$ cat src/rtl/can_err_ovld_frame_gen.sv
// CAN error/overload frame generator: flag, echo tracking, delimiter and intermission.
// Optional back-to-back overload limit enabled by defining CAN_OVLD_LIMIT_EN.
module can_err_ovld_frame_gen #(
    parameter int FLAG_LEN   = 6,
    parameter int DELIM_LEN  = 8,
    parameter int INTERM_LEN = 3,
    parameter int ECHO_MAX   = 12,
    parameter int CNT_W      = 4,
    parameter int MAX_OVLD   = 2
) (
    input  logic samplePoint,
    input  logic reset,
    input  logic canRX,
    input  logic frameReady,
    input  logic isError,
    input  logic errorPassive,
    input  logic overloadReq,
    output logic canTX,
    output logic isStart,
    output logic endError,
    output logic endOverload,
    output logic busy
);

    if ((2 ** CNT_W) <= ECHO_MAX) begin : g_chk_echo
        $error("CNT_W too narrow for ECHO_MAX");
    end
    if ((2 ** CNT_W) <= DELIM_LEN) begin : g_chk_delim
        $error("CNT_W too narrow for DELIM_LEN");
    end
    if ((2 ** CNT_W) <= FLAG_LEN) begin : g_chk_flag
        $error("CNT_W too narrow for FLAG_LEN");
    end
    if ((2 ** CNT_W) <= INTERM_LEN) begin : g_chk_interm
        $error("CNT_W too narrow for INTERM_LEN");
    end
    if (MAX_OVLD < 1) begin : g_chk_ovld
        $error("MAX_OVLD must be at least 1");
    end

    typedef enum logic [2:0] {
        S_IDLE,
        S_FLAG,
        S_ECHO,
        S_DELIM,
        S_INTERM
    } state_t;

    localparam logic KIND_ERR  = 1'b0;
    localparam logic KIND_OVLD = 1'b1;

    localparam logic [CNT_W-1:0] C_FLAG   = CNT_W'(FLAG_LEN);
    localparam logic [CNT_W-1:0] C_DELIM  = CNT_W'(DELIM_LEN);
    localparam logic [CNT_W-1:0] C_INTERM = CNT_W'(INTERM_LEN);
    localparam logic [CNT_W-1:0] C_ECHO   = CNT_W'(ECHO_MAX);

    state_t           r_state, w_state_next;
    logic             r_kind, w_kind_next;
    logic             r_passive, w_passive_next;
    logic [CNT_W-1:0] r_cnt, w_cnt_next;
    logic [CNT_W-1:0] w_cnt_inc, w_run;
    logic             r_last_rx, w_last_rx_next;
    logic             r_tx, r_is_start, r_end_err, r_end_ovld, r_busy;
    logic             w_is_start_next, w_end_err_next, w_end_ovld_next;
    logic             w_err_start, w_ovld_start, w_ovld_ok;
    logic             w_flag_active;

    assign w_cnt_inc     = (r_cnt == '1) ? r_cnt : r_cnt + 1'b1;
    assign w_flag_active = (r_kind == KIND_OVLD) || !r_passive;

`ifdef CAN_OVLD_LIMIT_EN
    localparam int OVLD_W = (MAX_OVLD < 2) ? 1 : $clog2(MAX_OVLD + 1);
    localparam logic [OVLD_W-1:0] C_MAX_OVLD = OVLD_W'(MAX_OVLD);

    logic [OVLD_W-1:0] r_ovld_cnt;

    assign w_ovld_ok = (r_ovld_cnt != C_MAX_OVLD);

    // Back-to-back overload run length; any error frame or return to IDLE ends the run.
    always_ff @(posedge samplePoint or posedge reset) begin
        if (reset) begin
            r_ovld_cnt <= '0;
        end else if (w_err_start || (w_state_next == S_IDLE)) begin
            r_ovld_cnt <= '0;
        end else if (w_ovld_start && (r_ovld_cnt != '1)) begin
            r_ovld_cnt <= r_ovld_cnt + 1'b1;
        end
    end
`else
    assign w_ovld_ok = 1'b1;
`endif

    always_ff @(posedge samplePoint or posedge reset) begin
        if (reset) begin
            r_state    <= S_IDLE;
            r_kind     <= KIND_ERR;
            r_passive  <= 1'b0;
            r_cnt      <= '0;
            r_last_rx  <= 1'b1;
            r_tx       <= 1'b1;
            r_is_start <= 1'b0;
            r_end_err  <= 1'b0;
            r_end_ovld <= 1'b0;
            r_busy     <= 1'b0;
        end else begin
            r_state    <= w_state_next;
            r_kind     <= w_kind_next;
            r_passive  <= w_passive_next;
            r_cnt      <= w_cnt_next;
            r_last_rx  <= w_last_rx_next;
            r_tx       <= !((w_state_next == S_FLAG) &&
                            ((w_kind_next == KIND_OVLD) || !w_passive_next));
            r_is_start <= w_is_start_next;
            r_end_err  <= w_end_err_next;
            r_end_ovld <= w_end_ovld_next;
            r_busy     <= (w_state_next != S_IDLE);
        end
    end

    always_comb begin
        w_state_next    = r_state;
        w_kind_next     = r_kind;
        w_passive_next  = r_passive;
        w_cnt_next      = r_cnt;
        w_last_rx_next  = r_last_rx;
        w_is_start_next = 1'b0;
        w_end_err_next  = 1'b0;
        w_end_ovld_next = 1'b0;
        w_err_start     = 1'b0;
        w_ovld_start    = 1'b0;
        w_run           = '0;

        if (isError && (r_state != S_FLAG)) begin
            w_err_start = 1'b1;
        end else begin
            case (r_state)
                S_IDLE: begin
                    if (frameReady && overloadReq && w_ovld_ok) begin
                        w_ovld_start = 1'b1;
                    end
                end
                S_FLAG: begin
                    if (w_flag_active) begin
                        if (w_cnt_inc == C_FLAG) begin
                            w_state_next = S_ECHO;
                            w_cnt_next   = '0;
                        end else begin
                            w_cnt_next = w_cnt_inc;
                        end
                    end else begin
                        // Passive flag ends after FLAG_LEN consecutive equal bus bits.
                        w_run          = ((r_cnt == '0) || (canRX == r_last_rx)) ?
                                         w_cnt_inc : CNT_W'(1);
                        w_last_rx_next = canRX;
                        if (w_run == C_FLAG) begin
                            w_state_next = S_ECHO;
                            w_cnt_next   = '0;
                        end else begin
                            w_cnt_next = w_run;
                        end
                    end
                end
                S_ECHO: begin
                    if (canRX) begin
                        w_state_next = S_DELIM;
                        w_cnt_next   = CNT_W'(1);
                    end else if (w_cnt_inc == C_ECHO) begin
                        w_err_start = 1'b1;
                    end else begin
                        w_cnt_next = w_cnt_inc;
                    end
                end
                S_DELIM: begin
                    if (canRX) begin
                        if (w_cnt_inc == C_DELIM) begin
                            w_state_next    = S_INTERM;
                            w_cnt_next      = '0;
                            w_end_err_next  = (r_kind == KIND_ERR);
                            w_end_ovld_next = (r_kind == KIND_OVLD);
                        end else begin
                            w_cnt_next = w_cnt_inc;
                        end
                    end else if ((r_kind == KIND_OVLD) && (w_cnt_inc == C_DELIM)) begin
                        // Dominant on the last overload delimiter bit is an overload condition.
                        if (w_ovld_ok) begin
                            w_ovld_start = 1'b1;
                        end else begin
                            w_state_next    = S_INTERM;
                            w_cnt_next      = '0;
                            w_end_ovld_next = 1'b1;
                        end
                    end else begin
                        w_err_start = 1'b1;
                    end
                end
                S_INTERM: begin
                    if (!canRX && (w_cnt_inc < C_INTERM) && w_ovld_ok) begin
                        w_ovld_start = 1'b1;
                    end else if (w_cnt_inc == C_INTERM) begin
                        w_state_next    = S_IDLE;
                        w_cnt_next      = '0;
                        w_is_start_next = !canRX;
                    end else begin
                        w_cnt_next = w_cnt_inc;
                    end
                end
                default: begin
                    w_state_next = S_IDLE;
                    w_cnt_next   = '0;
                end
            endcase
        end

        if (w_err_start) begin
            w_state_next   = S_FLAG;
            w_kind_next    = KIND_ERR;
            w_passive_next = errorPassive;
            w_cnt_next     = '0;
        end else if (w_ovld_start) begin
            w_state_next   = S_FLAG;
            w_kind_next    = KIND_OVLD;
            w_passive_next = errorPassive;
            w_cnt_next     = '0;
        end
    end

    assign canTX       = r_tx;
    assign isStart     = r_is_start;
    assign endError    = r_end_err;
    assign endOverload = r_end_ovld;
    assign busy        = r_busy;

endmodule

$ cat config.mk
export PLATFORM = sky130hd
export DESIGN_NAME = can_err_ovld_frame_gen
export DESIGN_NICKNAME = d
export VERILOG_FILES = /design/src/rtl/can_err_ovld_frame_gen.sv
export SDC_FILE = /design/constraint.sdc
export NUM_CORES = 1
export LEC_CHECK = 0
export ABC_AREA = 1
export BUFFER_PORTS_ARGS = -buffer_cell sky130_fd_sc_hd__buf_2
export CORE_AREA = 2 2 67 69
export DETAILED_ROUTE_END_ITERATION = 6
export DIE_AREA = 0 0 69 71
export GPL_ROUTABILITY_DRIVEN = 0
export GPL_TIMING_DRIVEN = 0
export PLACE_DENSITY_LB_ADDON = 0.12
export SKIP_LAST_GASP = 1
export SYNTH_ARGS = -nofsm -noshare
export SYNTH_HDL_FRONTEND = slang
export SYNTH_SLANG_ARGS = --single-unit
$ cat constraint.sdc
create_clock -name samplePoint -period 2.4 [get_ports samplePoint]
set_input_delay 0.72 -clock samplePoint [delete_from_list [all_inputs] [get_ports samplePoint]]
set_output_delay 0.72 -clock samplePoint [all_outputs]
set_load 0.1 [all_outputs]
==> results.toml, run 1 <==
[critical_path]
crit_type = "reg -> reg"
arrival_ps = 2280
crit_path_start_kind = "flip-flop"
cp_max_fo = 7
crit_required_ps = 2540
r2r_setup_slack_ps = 270
end_kind = "flip-flop"

[cells_and_area]
fin_nets = 210
post-route-util = 0.331
n_antenna_cell = 0
syn2layout_area_growth_pct = 13.6
drive_above_1_share = 0.226
design_area_mm2 = 0.00139
stdcell_count = 251

[grt]
grt_antenna_before_repair = 0
grt_pass1_vias = 1132
grt_pass1_wl_um = 5110
grt_overflow_total = 0
grt_max_degree = 16
grt_usage = 0.127

[power_and_ir_drop]
clkPwrFrac = 0.115
power.share.combinational = 0.647
switching_share = 0.545
intPower_mw = 0.836
max-vdd-ir-drop_mv = 0.731
power_leakage_nw = 0.769
net-switching-power_mw = 1.00
p_per_area_mw_per_mm2 = 1320
power_frac_seq = 0.238

[routing]
first_iter_violations = 42
ant_nets = 0
vias = 1159
wl_per_cell_um = 11.7
dr.pass1.iters = 4
remaining_drc_errors = 0
vias_per_cell = 4.62
routed_wl_um = 2950

[floorplanning]
core_mm2 = 0.00420
fp.dieH_um = 71
io_pins = 12
die_w_um = 69
rows = 24
initial_core_util = 0.291
die_area_mm2 = 0.00490

[sta]
setup_tns_ps = 0
final_max_slew_viol_count = 0
hold_violations = 0
period_share = 0.889
maxSlewHeadroom = 0.596
rsz0062_at_grt = "no"
tightest_slew_ps = 606
finalSetupViolCount = 0
fin_skew_ps = 1.68
finalCriticalPeriod_ps = 2130
clock.fmax_ghz = 0.469

[cts]
path_clk_slew_ps = 60
numCtsBuffers = 3
cts_hold_buf = 0
clock_latency_ps = 250
post_cts_resized = 0
cts_tree = "done"
clock_path_buffers = 2
clkSinkCount = 15
postCtsSetupRepairBufs = 0
htreeDepth = 1
cts_root_buf = "clkbuf_8"

[yosys]
synthSimpleGateAreaFrac = 0.484
syn-cell-area_mm2 = 0.00122
syn_avg_cell_area_um2 = 6.65
ys_ff_latch = 15
yosysWarnings = 0
synth_top_family_by_area = "simple AND/OR/NAND/NOR gates"
synth-xor-area-share = 0
synth_cell_types = 30
synthMuxAreaShare = 0
synthAdderAreaFrac = 0.0307
syn_nets = 194
ys_seq_area_frac = 0.309
synth_compound_area_frac = 0.0593
postSynthCellCount = 184

[placed_design]
dpl_cell_area_mm2 = 0.00134
dp_hpwl_um = 2420
port_buffers = 11
dp_cells = 247

[hold_path]
min_path_type = "reg -> reg"

[run]
max_cap_violations = 0

[outcome]
status = "finished clean"
## per-stage QoR
step	power, mW	hold slack (ps)	worst slack [ps]
after global routing	2.05	523	52.1
after floorplan	1.38	452	563
after global placement	1.64	485	315
after detailed placement	1.64	480	290
after CTS	1.86	492	270
final	1.84	488	266
## critical path, cell delays in order, from the launching register on
cell      delay, ps
dfrtp_1         490
ha_1            360
nand3_2         170
nand2_2          90
nand2_2          80
clkinv_2         90
nand2_2          50
nand4_2          80
nand2_2          80
o21ai_1         240
nand3_1         130
and2_1          160
## synthesized netlist by cell type, drive strengths merged
library cell,n,share of area
a21oi,2,0.0082
a32oi,1,0.0072
and2,1,0.0051
buf,1,0.0092
clkinv,1,0.0041
dfrtp,13,0.27
dfstp,2,0.043
ha,3,0.031
inv,34,0.10
nand2,64,0.22
nand3,17,0.092
nand3b,1,0.0061
nand4,10,0.056
nor2,22,0.088
nor3,2,0.012
nor4,1,0.0051
o211ai,1,0.0061
o21ai,6,0.025
o21bai,1,0.0061
o311ai,1,0.0072
## final timing paths
kind / startpoint / end / depth (start not counted)
setup / recovery: r_cnt[0]$_DFFE_PP0P_ / r_passive$_DFF_PP0_ / 11
hold / removal: r_kind$_DFF_PP0_ / endError$_DFF_PP0_ / 1
setup reg to reg: r_cnt[0]$_DFFE_PP0P_ / r_passive$_DFF_PP0_ / 11
hold reg to reg: r_kind$_DFF_PP0_ / endError$_DFF_PP0_ / 1
max in group asynchronous: reset / r_state[2]$_DFF_PP0_ / 2
min in group asynchronous: reset / r_passive$_DFF_PP0_ / 2
## power groups by stage
stage | clock network [mW] | registers, mW | logic, mW
floorplan | 0 | 0.535 | 0.847
global placement | 0 | 0.436 | 1.20
finish | 0.212 | 0.437 | 1.19
global route | 0.229 | 0.449 | 1.38
detailed placement | 0 | 0.437 | 1.21
CTS | 0.213 | 0.435 | 1.21
## cells by family (layout without fill, tap and decap cells)
kind of cell,after synthesis,in the layout
AO/OA/AOI/OAI,12,12
adder cells (fa/ha/maj),3,3
flip-flops,15,15
buffers and inverters,36,51
AND/OR/NAND/NOR,118,118
## routing by layer
layer,GRT usage,vias to the layer above,share of wire
met5,0,-,0
met3,0.0128,4,0.030
met1,0.159,527,0.46
met2,0.234,14,0.50
li1,-,614,-
met4,0.0327,0,0.011
## placed cells by master, fill, tap and decap left out, drive strengths merged
cell type,n
a21oi,2
a32oi,1
and2,1
buf,12
clkbuf,3
clkinv,2
dfrtp,13
dfstp,2
ha,3
inv,34
nand2,64
nand3,17
nand3b,1
nand4,10
nor2,22
nor3,2
nor4,1
o211ai,1
o21ai,6
o21bai,1
o311ai,1
## state kept, by name, indices dropped and copies added, names as in the netlist
signal / cells
endError: 1
endOverload: 1
busy: 1
r_kind: 1
r_passive: 1
r_state: 3
isStart: 1
r_cnt: 4
r_last_rx: 1
canTX: 1
## cell type report
type / count / area, µm²
Multi-Input combinational cell: 133 / 702
Clock inverter: 1 / 5.00
Buffer: 1 / 11.3
Sequential cell: 15 / 378
Timing Repair Buffer: 11 / 55.1
Tap cell: 52 / 65.1
Inverter: 35 / 133
Clock buffer: 3 / 41.3
Fill cell: 471 / 2810
Power figures use the tool's default switching activity.
==> run 2: changes to the inputs <==
CTS_BUF_LIST = sky130_fd_sc_hd__clkbuf_16   (was not set)
clock period = 2.73 ns   (was 2.4 ns; I/O delays follow)
==> run 2 against run 1 <==
Net effect:
- global-route usage is 0.33 points higher
- fmax down 1.0%
- utilization up 0.80 points
- sequential share of layout area shrank 0.65 points
- via count down 0.43%
- worst hold slack better by 3.6 ps
- non-clock buffer count is the same
- die area stayed put
- clock-buffer cell count unchanged
- largest cell class unchanged
- largest power group unchanged
==> results.toml, run 2 (synthesis gave the netlist of run 1 again) <==
[outcome]
status = "finished clean"

[cts]
cts_hold_buf = 0
clock_latency_ps = 250
cts_root_buf = "clkbuf_16"
cts_tree = "done"
numCtsBuffers = 3
clkSinkCount = 15
post_cts_resized = 0
htreeDepth = 1
postCtsSetupRepairBufs = 0
path_clk_slew_ps = 50
clock_path_buffers = 2

[critical_path]
worstPathCellList = "ha_1, nand3_2, nand2_2, nand2_2, clkinv_2, nand2_2, nand4_2, nand2_2, o21ai_1, nand3_1, and2_1"
arrival_ps = 2290
crit_path_start_kind = "flip-flop"
max_stage_delay_ps = 480
crit_required_ps = 2870
cp_num_buf_inv = 1
cp_max_fo = 7
crit_type = "reg -> reg"
end_kind = "flip-flop"
r2r_setup_slack_ps = 570
crit_family = "simple AND/OR/NAND/NOR gates"
cpMostUsedCell = "nand2_2"
cpMaxStageDelayCell = "dfrtp_1"

[sta]
setup_slack_ps = 573
hold_violations = 0
finalCriticalPeriod_ps = 2160
clock.fmax_ghz = 0.464
setup_tns_ps = 0
fin_skew_ps = 1.36
rsz0062_at_grt = "no"
final_max_slew_viol_count = 0
tightest_slew_ps = 601
maxSlewHeadroom = 0.599
period_share = 0.790
finalSetupViolCount = 0

[placed_design]
dp_cells = 247
dpl_cell_area_mm2 = 0.00134
port_buffers = 11
dp_slack_ps = 583
dp_hpwl_um = 2420

[routing]
wl_per_cell_um = 11.9
ant_nets = 0
routed_wl_um = 2980
remaining_drc_errors = 0
first_iter_violations = 42
vias = 1154
dr.pass1.iters = 4
vias_per_cell = 4.60

[floorplanning]
initial_core_util = 0.291
die_w_um = 69
die_area_mm2 = 0.00490
io_pins = 12
core_mm2 = 0.00420
rows = 24
fp.dieH_um = 71

[cells_and_area]
reg_top3 = "r_cnt x4, r_state x3"
nFillCells = 463
top_register = "r_cnt"
seqCellArea_um2 = 378
layout_common_cells = "nand2_1, inv_1, nor2_1"
design_area_mm2 = 0.00142
multi_input_area_um2 = 702
n_antenna_cell = 0
drive_above_1_share = 0.226
fin_nets = 210
layout_commonest_cell = "nand2_1"
stdcell_count = 251
largest_register_ffs = 4
syn2layout_area_growth_pct = 16.4

[power_and_ir_drop]
p_per_area_mw_per_mm2 = 1210
max-vdd-ir-drop_mv = 0.726
power_leakage_nw = 0.784

[grt]
grt_usage = 0.131
grt_antenna_before_repair = 0
grt_pass1_vias = 1128
grt_pass1_wl_um = 5210
grt_overflow_total = 0
grt_max_degree = 16

[hold_path]
min_path_type = "reg -> reg"

[run]
max_cap_violations = 0
run 2: cell type report:
cell class                 count  share of cell area
buffer                         1             0.00791
clock buffer                   3              0.0527
clock inverter                 1             0.00351
inverter                      35              0.0931
multi-input combinational    133               0.493
sequential                    15               0.265
tap                           52              0.0457
timing repair buffer          11              0.0387
run 2: stage by stage:
stage | hold WS [ps] | power, mW | util
after floorplan | 452 | 1.21 | -
after global placement | 485 | 1.44 | 0.320
after detailed placement | 480 | 1.45 | 0.320
after CTS | 490 | 1.74 | 0.339
after global routing | 520 | 1.92 | 0.339
final | 492 | 1.72 | 0.339
run 2: report_power, final:
part / internal, mW / switching, mW
combinational: 0.321 / 0.729
clock: 0.196 / 0.0949
sequential: 0.313 / 0.0715
run 2: worst paths after layout:
| kind | end | cells past startpoint | startpoint |
|---|---|---|---|
| max reg2reg | r_passive$_DFF_PP0_ | 11 | r_cnt[0]$_DFFE_PP0P_ |
| max | r_passive$_DFF_PP0_ | 11 | r_cnt[0]$_DFFE_PP0P_ |
| min | endError$_DFF_PP0_ | 1 | r_kind$_DFF_PP0_ |
| max in group asynchronous | isStart$_DFF_PP0_ | 2 | reset |
| min reg2reg | endError$_DFF_PP0_ | 1 | r_kind$_DFF_PP0_ |
| min in group asynchronous | r_passive$_DFF_PP0_ | 2 | reset |
run 2: per-layer routing:
layer | up-vias | share of wire | global-route usage
li1 | 615 | - | -
met1 | 525 | 0.46 | 0.162
met2 | 10 | 0.50 | 0.243
met3 | 4 | 0.021 | 0.0128
met4 | 0 | 0.010 | 0.0327
met5 | - | 0 | 0
==> run 3: changes to the inputs <==
ABC_AREA = 0   (was 1)
CORE_AREA = 2 2 68 70   (was 2 2 67 69)
DIE_AREA = 0 0 70 72   (was 0 0 69 71)
clock period = 2.1 ns   (was 2.73 ns; I/O delays follow)
==> run 3 against run 2 <==
Net effect:
- the flow now finishes with violations (setup timing)
- sequential share of layout area shrank 5.1 points
- clock power is 27% higher
- synthesized cell count is 18% lower
- combinational power grew 75%
- via count rose by 8.8%
- clock skew is 3.3 ps higher
- die area is 2.9% higher
- setup slack got worse by 710 ps
- non-clock buffer count up 21
==> results.toml, run 3 <==
[outcome]
status = "complete, but fails checks"
failed_checks = "setup timing"

[routing]
remaining_drc_errors = 0
wl_per_cell_um = 16.6
dr.pass1.iters = 4
vias = 1255
routed_wl_um = 3820
ant_nets = 0
first_iter_violations = 42
vias_per_cell = 5.46

[critical_path]
cp_num_buf_inv = 1
arrival_ps = 2400
end_kind = "flip-flop"
crit_path_start_kind = "flip-flop"
reg2regPathDepth = 7
crit_required_ps = 2270
worst-path-stages = 7
worstPathCellList = "ha_4, or3b_4, a211oi_4, a31oi_2, a211oi_2, buf_4, mux2_4"
crit_type = "reg -> reg"
max_stage_delay_ps = 420
cpMaxStageDelayCell = "dfrtp_1"
crit_family = "compound AO/OA/AOI/OAI gates"
cp_max_fo = 7

[cells_and_area]
top_register = "r_cnt"
largest_register_ffs = 4
drive_above_1_share = 0.416
fin_nets = 189
syn2layout_area_growth_pct = 39.6
stdcell_count = 230
post-route-util = 0.413
design_area_mm2 = 0.00176
reg_top3 = "r_cnt x4, r_state x3"
layout_common_cells = "nor2_1, buf_4, buf_2, dfrtp_1, nand2_1"
n_antenna_cell = 0

[yosys]
synth_common_cells = "nor2_1, dfrtp_1, nand2_1"
ys_seq_area_frac = 0.300
syn_nets = 161
synth_flop_cell = "dfrtp_1"
yosysMostFrequentCell = "nor2_1"
syn_avg_cell_area_um2 = 8.34
async_flop_share = 1.00
synth_top_area_frac = 0.258
ys_ff_latch = 15
synth_edf_count = 0
postSynthCellCount = 151
yosysWarnings = 0
synth_cell_types = 53
syn-cell-area_mm2 = 0.00126
synth.area.top_cells = "dfrtp_1, nor2_1, dfstp_2, a21oi_1, nand2_1"
yosysTopAreaCell = "dfrtp_1"

[grt]
grt_usage = 0.159
grt_overflow_total = 0
grt_max_degree = 16
grt_antenna_before_repair = 0
grt_pass1_vias = 1244
grt_pass1_wl_um = 6320

[cts]
path_clk_slew_ps = 50
cts_tree = "done"
clock_latency_ps = 250
numCtsBuffers = 3
clkSinkCount = 15
cts_hold_buf = 0
htreeDepth = 1
cts_root_buf = "clkbuf_16"
clock_path_buffers = 2

[run]
max_cap_violations = 0

[sta]
rsz0062_at_grt = "yes"
hold_violations = 0
final_max_slew_viol_count = 0
tightest_slew_ps = 596
setup_tns_ps = -339
hold_slack_ps = 443
period_share = 1.06
finalSetupViolCount = 6
clock.fmax_ghz = 0.448
finalCriticalPeriod_ps = 2230
setup_slack_ps = -134
fin_skew_ps = 4.66
maxSlewHeadroom = 0.602

[power_and_ir_drop]
power_leakage_nw = 0.727
max-vdd-ir-drop_mv = 0.530
p_per_area_mw_per_mm2 = 1530
power_mw = 2.68

[placed_design]
dp_cells = 213
dp_hpwl_um = 2620
dpl_cell_area_mm2 = 0.00140
port_buffers = 10
dp_slack_ps = -463

[floorplanning]
fp.dieH_um = 72
initial_core_util = 0.295
die_w_um = 70
io_pins = 12
die_area_mm2 = 0.00504
core_mm2 = 0.00426
rows = 24

[hold_path]
min_path_type = "in -> async"
==> run 3: cell types whose count changed in the layout (fill, tap and decap cells not counted), sizes merged, moves of 4 or more <==
| cell | delta |
|---|---|
| nor2 | -7 |
| o21a | +4 |
| nand4b | +4 |
| nand3 | -14 |
| nand2b | +5 |
| nand2 | -53 |
| a21oi | +7 |
| inv | -29 |
| clkbuf | +4 |
| buf | +17 |
| nor2b | +5 |
| o21ai | +4 |
| nand4 | -7 |
==> run 3: kinds of logic (layout without fill, tap and decap cells) <==
| logic type | after synthesis | count (layout) | share of synthesized area |
|---|---|---|---|
| AND/OR/NAND/NOR | 67 | 67 | 0.319 |
| AO/OA/AOI/OAI | 46 | 46 | 0.255 |
| flip-flops | 15 | 15 | 0.300 |
| buffers and inverters | 15 | 42 | 0.0556 |
| adder cells (fa/ha/maj) | 3 | 3 | 0.0298 |
| multiplexers | 3 | 3 | 0.0268 |
| XOR/XNOR | 2 | 2 | 0.0139 |
==> run 3: path summary, 6_finish.rpt <==
kind	start	endpoint	slack, ps
max	r_cnt[0]$_DFFE_PP0P_	canTX$_DFF_PP1_	-130
min	reset	endError$_DFF_PP0_	440
max reg2reg	r_cnt[0]$_DFFE_PP0P_	canTX$_DFF_PP1_	-130
min reg2reg	r_passive$_DFF_PP0_	r_passive$_DFF_PP0_	500
max in group asynchronous	reset	r_cnt[2]$_DFFE_PP0P_	1270
min in group samplePoint	r_passive$_DFF_PP0_	r_passive$_DFF_PP0_	500
==> run 3: what timing repair did <==
action / 4_1_cts / 5_1_grt
pin swaps: 8 / 12
gates resized for setup: 25 / 15
endpoints found under the setup margin: 11 / 10
setup buffers: 9 / 5
==> run 3: layer usage <==
metal	vias to the layer above	GRT usage	routed length (µm)	share of wire
met1	609	0.204	1690	0.44
met3	4	0.0181	137	0.036
met4	0	0.0513	35	0.0092
li1	609	-	-	-
met2	33	0.281	1950	0.51
met5	-	0	0	0
==> run 3: area by class of cell <==
type,instances,area (µm²)
Clock buffer,3,75.1
Multi-Input combinational cell,121,997
Sequential cell,15,378
Tap cell,52,65.1
Inverter,5,22.5
Timing Repair Buffer,24,155
Clock inverter,1,3.75
Fill cell,450,2500
Buffer,9,62.6
==> run 3: power by group <==
part           internal, mW  switching (mW)  total [mW]
registers             0.400          0.0717       0.471
clock network         0.252           0.118       0.370
logic                 0.792            1.05        1.84
total                  1.44            1.24        2.68
